[config.mk]
export PLATFORM = sky130hd
export DESIGN_NAME = stage_io_port
export DESIGN_NICKNAME = d
export VERILOG_FILES = /design/src/rtl/stage_io_port_pkg.sv /design/src/rtl/stage_io_port_fifo.sv /design/src/rtl/stage_io_port.sv
export SDC_FILE = /design/constraint.sdc
export NUM_CORES = 1
export LEC_CHECK = 0
export ABC_AREA = 1
export CAP_MARGIN = 20
export CORE_MARGIN = 3
export CORE_UTILIZATION = 35
export DETAILED_ROUTE_END_ITERATION = 8
export DONT_BUFFER_PORTS = 1
export HOLD_SLACK_MARGIN = 0.02
export PLACE_DENSITY_LB_ADDON = 0.25
export SYNTH_ARGS = -nofsm -noshare
export SYNTH_HDL_FRONTEND = slang
export SYNTH_SLANG_ARGS = --single-unit
[constraint.sdc]
create_clock -name clk -period 3.1 [get_ports clk]
set_clock_uncertainty 0.05 [all_clocks]
set_input_delay 0.62 -clock clk [delete_from_list [all_inputs] [get_ports clk]]
set_output_delay 0.62 -clock clk [all_outputs]
set_load 0.02 [all_outputs]
[src/rtl/stage_io_port_pkg.sv]
// stage_io_port_pkg: shared constants for the byte I/O endpoint
package stage_io_port_pkg;
  localparam logic [7:0] IO_EOF_VALUE = 8'h00;
  typedef enum logic {
    R_IDLE = 1'b0,
    R_WAIT = 1'b1
  } rd_state_t;
endpackage

[src/rtl/stage_io_port_fifo.sv]
// sync_fifo: first-word-fall-through FIFO with registered occupancy count
module sync_fifo #(
  parameter int WIDTH      = 8,
  parameter int DEPTH_LOG2 = 2
) (
  input  logic             clk,
  input  logic             reset,
  input  logic             push,
  input  logic             pop,
  input  logic [WIDTH-1:0] din,
  output logic [WIDTH-1:0] dout,
  output logic             full,
  output logic             empty
);
  localparam int DEPTH = 1 << DEPTH_LOG2;
  logic [WIDTH-1:0]      mem [DEPTH];
  logic [DEPTH_LOG2-1:0] wr_ptr, rd_ptr;
  logic [DEPTH_LOG2:0]   count;
  logic                  do_push, do_pop;
  assign full    = count == (DEPTH_LOG2 + 1)'(DEPTH);
  assign empty   = count == '0;
  assign do_push = push && !full;
  assign do_pop  = pop && !empty;
  // Empty FIFO presents zero so the head is never X after reset.
  assign dout    = empty ? '0 : mem[rd_ptr];
  always_ff @(posedge clk)
    if (do_push) mem[wr_ptr] <= din;
  always_ff @(posedge clk or negedge reset)
    if (!reset) begin
      wr_ptr <= '0;
      rd_ptr <= '0;
      count  <= '0;
    end else begin
      if (do_push) wr_ptr <= wr_ptr + 1'b1;
      if (do_pop) rd_ptr <= rd_ptr + 1'b1;
      count <= count + (DEPTH_LOG2 + 1)'(do_push) - (DEPTH_LOG2 + 1)'(do_pop);
    end
endmodule

[src/rtl/stage_io_port.sv]
// stage_io_port: buffered byte I/O endpoint serving the core's '.' and ',' operations
module stage_io_port
  import stage_io_port_pkg::*;
#(
  parameter int                 D_WIDTH    = 8,
  parameter int                 DEPTH_LOG2 = 2,
  parameter logic [D_WIDTH-1:0] EOF_VALUE  = D_WIDTH'(IO_EOF_VALUE)
) (
  input  logic               clk,
  input  logic               reset,
  input  logic               wce,
  input  logic [D_WIDTH-1:0] wd,
  output logic               wbusy,
  input  logic               rce,
  output logic [D_WIDTH-1:0] rq,
  output logic               rdrdy,
  output logic               tx_valid,
  output logic [D_WIDTH-1:0] tx_data,
  input  logic               tx_ready,
  input  logic               rx_valid,
  input  logic [D_WIDTH-1:0] rx_data,
  output logic               rx_ready,
  input  logic               rx_eof,
  output logic               idle
);
  rd_state_t          state;
  logic               tx_full, tx_empty, rx_full, rx_empty, rx_pop;
  logic [D_WIDTH-1:0] rx_head;
  sync_fifo #(.WIDTH(D_WIDTH), .DEPTH_LOG2(DEPTH_LOG2)) u_tx (
    .clk(clk), .reset(reset), .push(wce && !tx_full), .pop(tx_valid && tx_ready),
    .din(wd), .dout(tx_data), .full(tx_full), .empty(tx_empty)
  );
  sync_fifo #(.WIDTH(D_WIDTH), .DEPTH_LOG2(DEPTH_LOG2)) u_rx (
    .clk(clk), .reset(reset), .push(rx_valid && rx_ready), .pop(rx_pop),
    .din(rx_data), .dout(rx_head), .full(rx_full), .empty(rx_empty)
  );
  assign wbusy    = tx_full;
  assign tx_valid = !tx_empty;
  assign rx_ready = reset && !rx_full;
  assign rx_pop   = !rx_empty && (state == R_WAIT || rce);
  assign idle     = tx_empty && state == R_IDLE;
  always_ff @(posedge clk or negedge reset)
    if (!reset) begin
      state <= R_IDLE;
      rq    <= '0;
      rdrdy <= 1'b0;
    end else begin
      rdrdy <= 1'b0;
      if (state == R_WAIT || rce) begin
        if (!rx_empty) begin
          rq    <= rx_head;
          rdrdy <= 1'b1;
          state <= R_IDLE;
        end else if (rx_eof) begin
          rq    <= EOF_VALUE;
          rdrdy <= 1'b1;
          state <= R_IDLE;
        end else begin
          state <= R_WAIT;
        end
      end
    end
endmodule

==> flow_summary.json <==
{
  "worstSkewPairLatency_ns": 0.35,
  "numCtsBuffers": 9,
  "antenna_found_initial": 0,
  "finalNetCount": 387,
  "route.detailed.drc": 0,
  "yosysWarnings": 0,
  "path_max_fanout": 19,
  "track_usage_pct": 12.8,
  "final.setup.tns_ns": 0,
  "ctsResizeCount": 0,
  "cp.required_ns": 2.43,
  "rsz0062_at_grt": "no",
  "cts_root_buffer": "clkbuf_8",
  "tightest_slew_ns": 0.865,
  "h-tree-depth": 3,
  "final_cell_mix": "111 x nand2_1, 64 x edfxtp_1, 48 x inv_1",
  "p_leak_nw": 1.77,
  "die_w_um": 110,
  "drive_gt1_share_pct": 6.48,
  "mostFrequentLayoutCell": "nand2_1",
  "grt_first_pass_wirelength_um": 12400,
  "slowest_stage": "dfrtp_1",
  "syn_area_per_cell_um2": 11.1,
  "critical_path.top_delay_family": "flip-flops",
  "area_growth_pct": 8.16,
  "core.rowCount": 37,
  "ir_drop_uv": 401,
  "die_h_um": 110,
  "slew_headroom_pct": 42.1,
  "final_core_utilization_pct": 39.5,
  "port_buffers": 0,
  "syn_nets": 381,
  "first_pass_iters": 4,
  "ys_ff_latch": 88,
  "via_count": 2238,
  "core_area_um2": 10500,
  "die-area_um2": 12200,
  "path_class": "reg2out",
  "status": "completed",
  "post-route-min-period_ns": 2.63,
  "start_util_pct": 36.5,
  "netlist_instances": 344,
  "ant_nets": 0,
  "hpwl_um": 4880,
  "cts.sinks": 88,
  "postCtsHoldBufs": 2,
  "worstHoldPathType": "in2reg",
  "clock_path_buffers": 2,
  "post_drt_via_cell_ratio": 4.56,
  "synth_flop_cell": "edfxtp_1",
  "yosys.cell_types.count": 26,
  "crit_chain": "inv_6 -> nand2_1 -> nand3_1 -> a21oi_1",
  "grt_pass1_vias": 2332,
  "yosysSeqAreaShare_pct": 66.0,
  "place_congestion": 0.719,
  "powerDensity_nw_per_um2": 931,
  "cp-end-kind": "output pin",
  "drt_wl_total_um": 7230,
  "synthArstFlopShare_pct": 27.3,
  "cts_tree": "built",
  "grt_max_degree": 25,
  "period_share_pct": 84.8,
  "final_hold_viol_count": 0,
  "diodes": 0,
  "cpPeakStageDelay_ns": 0.82,
  "slew_violations": 0,
  "crit_arrival_ns": 1.96,
  "crit_buf_inv": 1,
  "io_pins": 44,
  "cts_setup_buffers": 0,
  "wl_per_cell_um": 14.7,
  "synth_edf_count": 64,
  "clkTransAtPathRegs_ns": 0.09,
  "whs_ns": 0.307,
  "syn_area_um2": 3820,
  "max_freq_ghz": 0.380,
  "crit_path_start_kind": "register",
  "drtIter0Drc": 132,
  "gr-total-overflow": 0,
  "setup_violations": 0,
  "drv_cap": 0
}
[cells by family (layout without fill, tap and decap cells)]
kind of cell	Yosys count	count (layout)	share of synthesized area, %
AND/OR/NAND/NOR	164	164	18.1
flip-flops	88	88	66.0
buffers and inverters	58	69	7.14
adder cells (fa/ha/maj)	14	14	4.98
AO/OA/AOI/OAI	12	12	1.93
XOR/XNOR	8	8	1.83
[cells in the mapped netlist, drive strengths merged (6+ instances only)]
master / number / share of area (%)
xnor2: 6 / 1.4
dfrtp: 24 / 16
buf: 8 / 2.0
nand2: 114 / 11
ha: 12 / 3.9
nand3: 35 / 4.7
inv: 50 / 5.1
nor2: 12 / 1.4
edfxtp: 64 / 50
a21oi: 9 / 1.5
[worst reg2reg max path, cell delays in order, from the launching register on]
cell and delay [ns]:
dfrtp_1 0.43, inv_1 0.09, nand3_1 0.32, nand2_1 0.26, inv_1 0.10, ha_1 0.29
inv_1 0.06, ha_1 0.14, inv_1 0.05, fa_1 0.38, xnor2_1 0.13
[layer usage]
layer  GRT usage [%]  vias up  wire [um]
met5               0        -          0
met4            3.20        0         80
met3            4.93       10        450
met2            21.4       49       3640
met1            15.6     1064       3060
li1                -     1115          -
[metrics by stage]
stage / cells / power, mW / area, um2 / setup slack (ns)
after global placement: 473 / 3.10 / 3920 / 0.762
after detailed placement: 473 / 3.15 / 3920 / 0.689
final: 491 / 3.85 / 4130 / 0.471
after global routing: 491 / 4.19 / 4130 / 0.324
after floorplan: 344 / 2.92 / 3820 / 0.976
after CTS: 491 / 3.92 / 4130 / 0.459
[path summary, 6_finish.rpt]
kind,startpoint,endpoint,slack [ns],cells past startpoint
min in group asynchronous,reset,u_tx.count[2],0.64,2
worst max register to register,u_tx.count[1],u_tx.count[2],0.70,10
max in group asynchronous,reset,rq[2],2.19,2
worst min register to register,u_rx.wr_ptr[1],u_rx.wr_ptr[1],0.50,2
worst max-delay path,u_tx.rd_ptr[0],tx_data[7],0.47,4
worst min-delay path,wd[2],u_tx.mem[3][2],0.31,0
[layout make-up]
cell class                      count  area (um2)
Fill cell                        1042        6330
Sequential cell                    88        2520
Multi-Input combinational cell    198        1020
Inverter                           50         195
Tap cell                          136         170
Clock buffer                       12         135
Clock inverter                      4        46.3
Timing Repair Buffer                3        37.5
[where the power goes]
part	switching (mW)	leakage (nW)	total [mW]	internal, mW
Sequential	0.312	0.874	1.87	1.56
Combinational	0.825	0.806	1.22	0.400
Clock	0.381	0.0880	0.751	0.370
Total	1.52	1.77	3.85	2.33
[state kept, by name (all words and copies together) (netlist names)]
name	flops
rdrdy	1
u_rx.count	3
u_tx.rd_ptr	2
rq	8
state	1
u_rx.mem	32
u_rx.wr_ptr	2
u_tx.mem	32
u_tx.wr_ptr	2
u_tx.count	3
u_rx.rd_ptr	2
(Power assumes the default switching activity.)
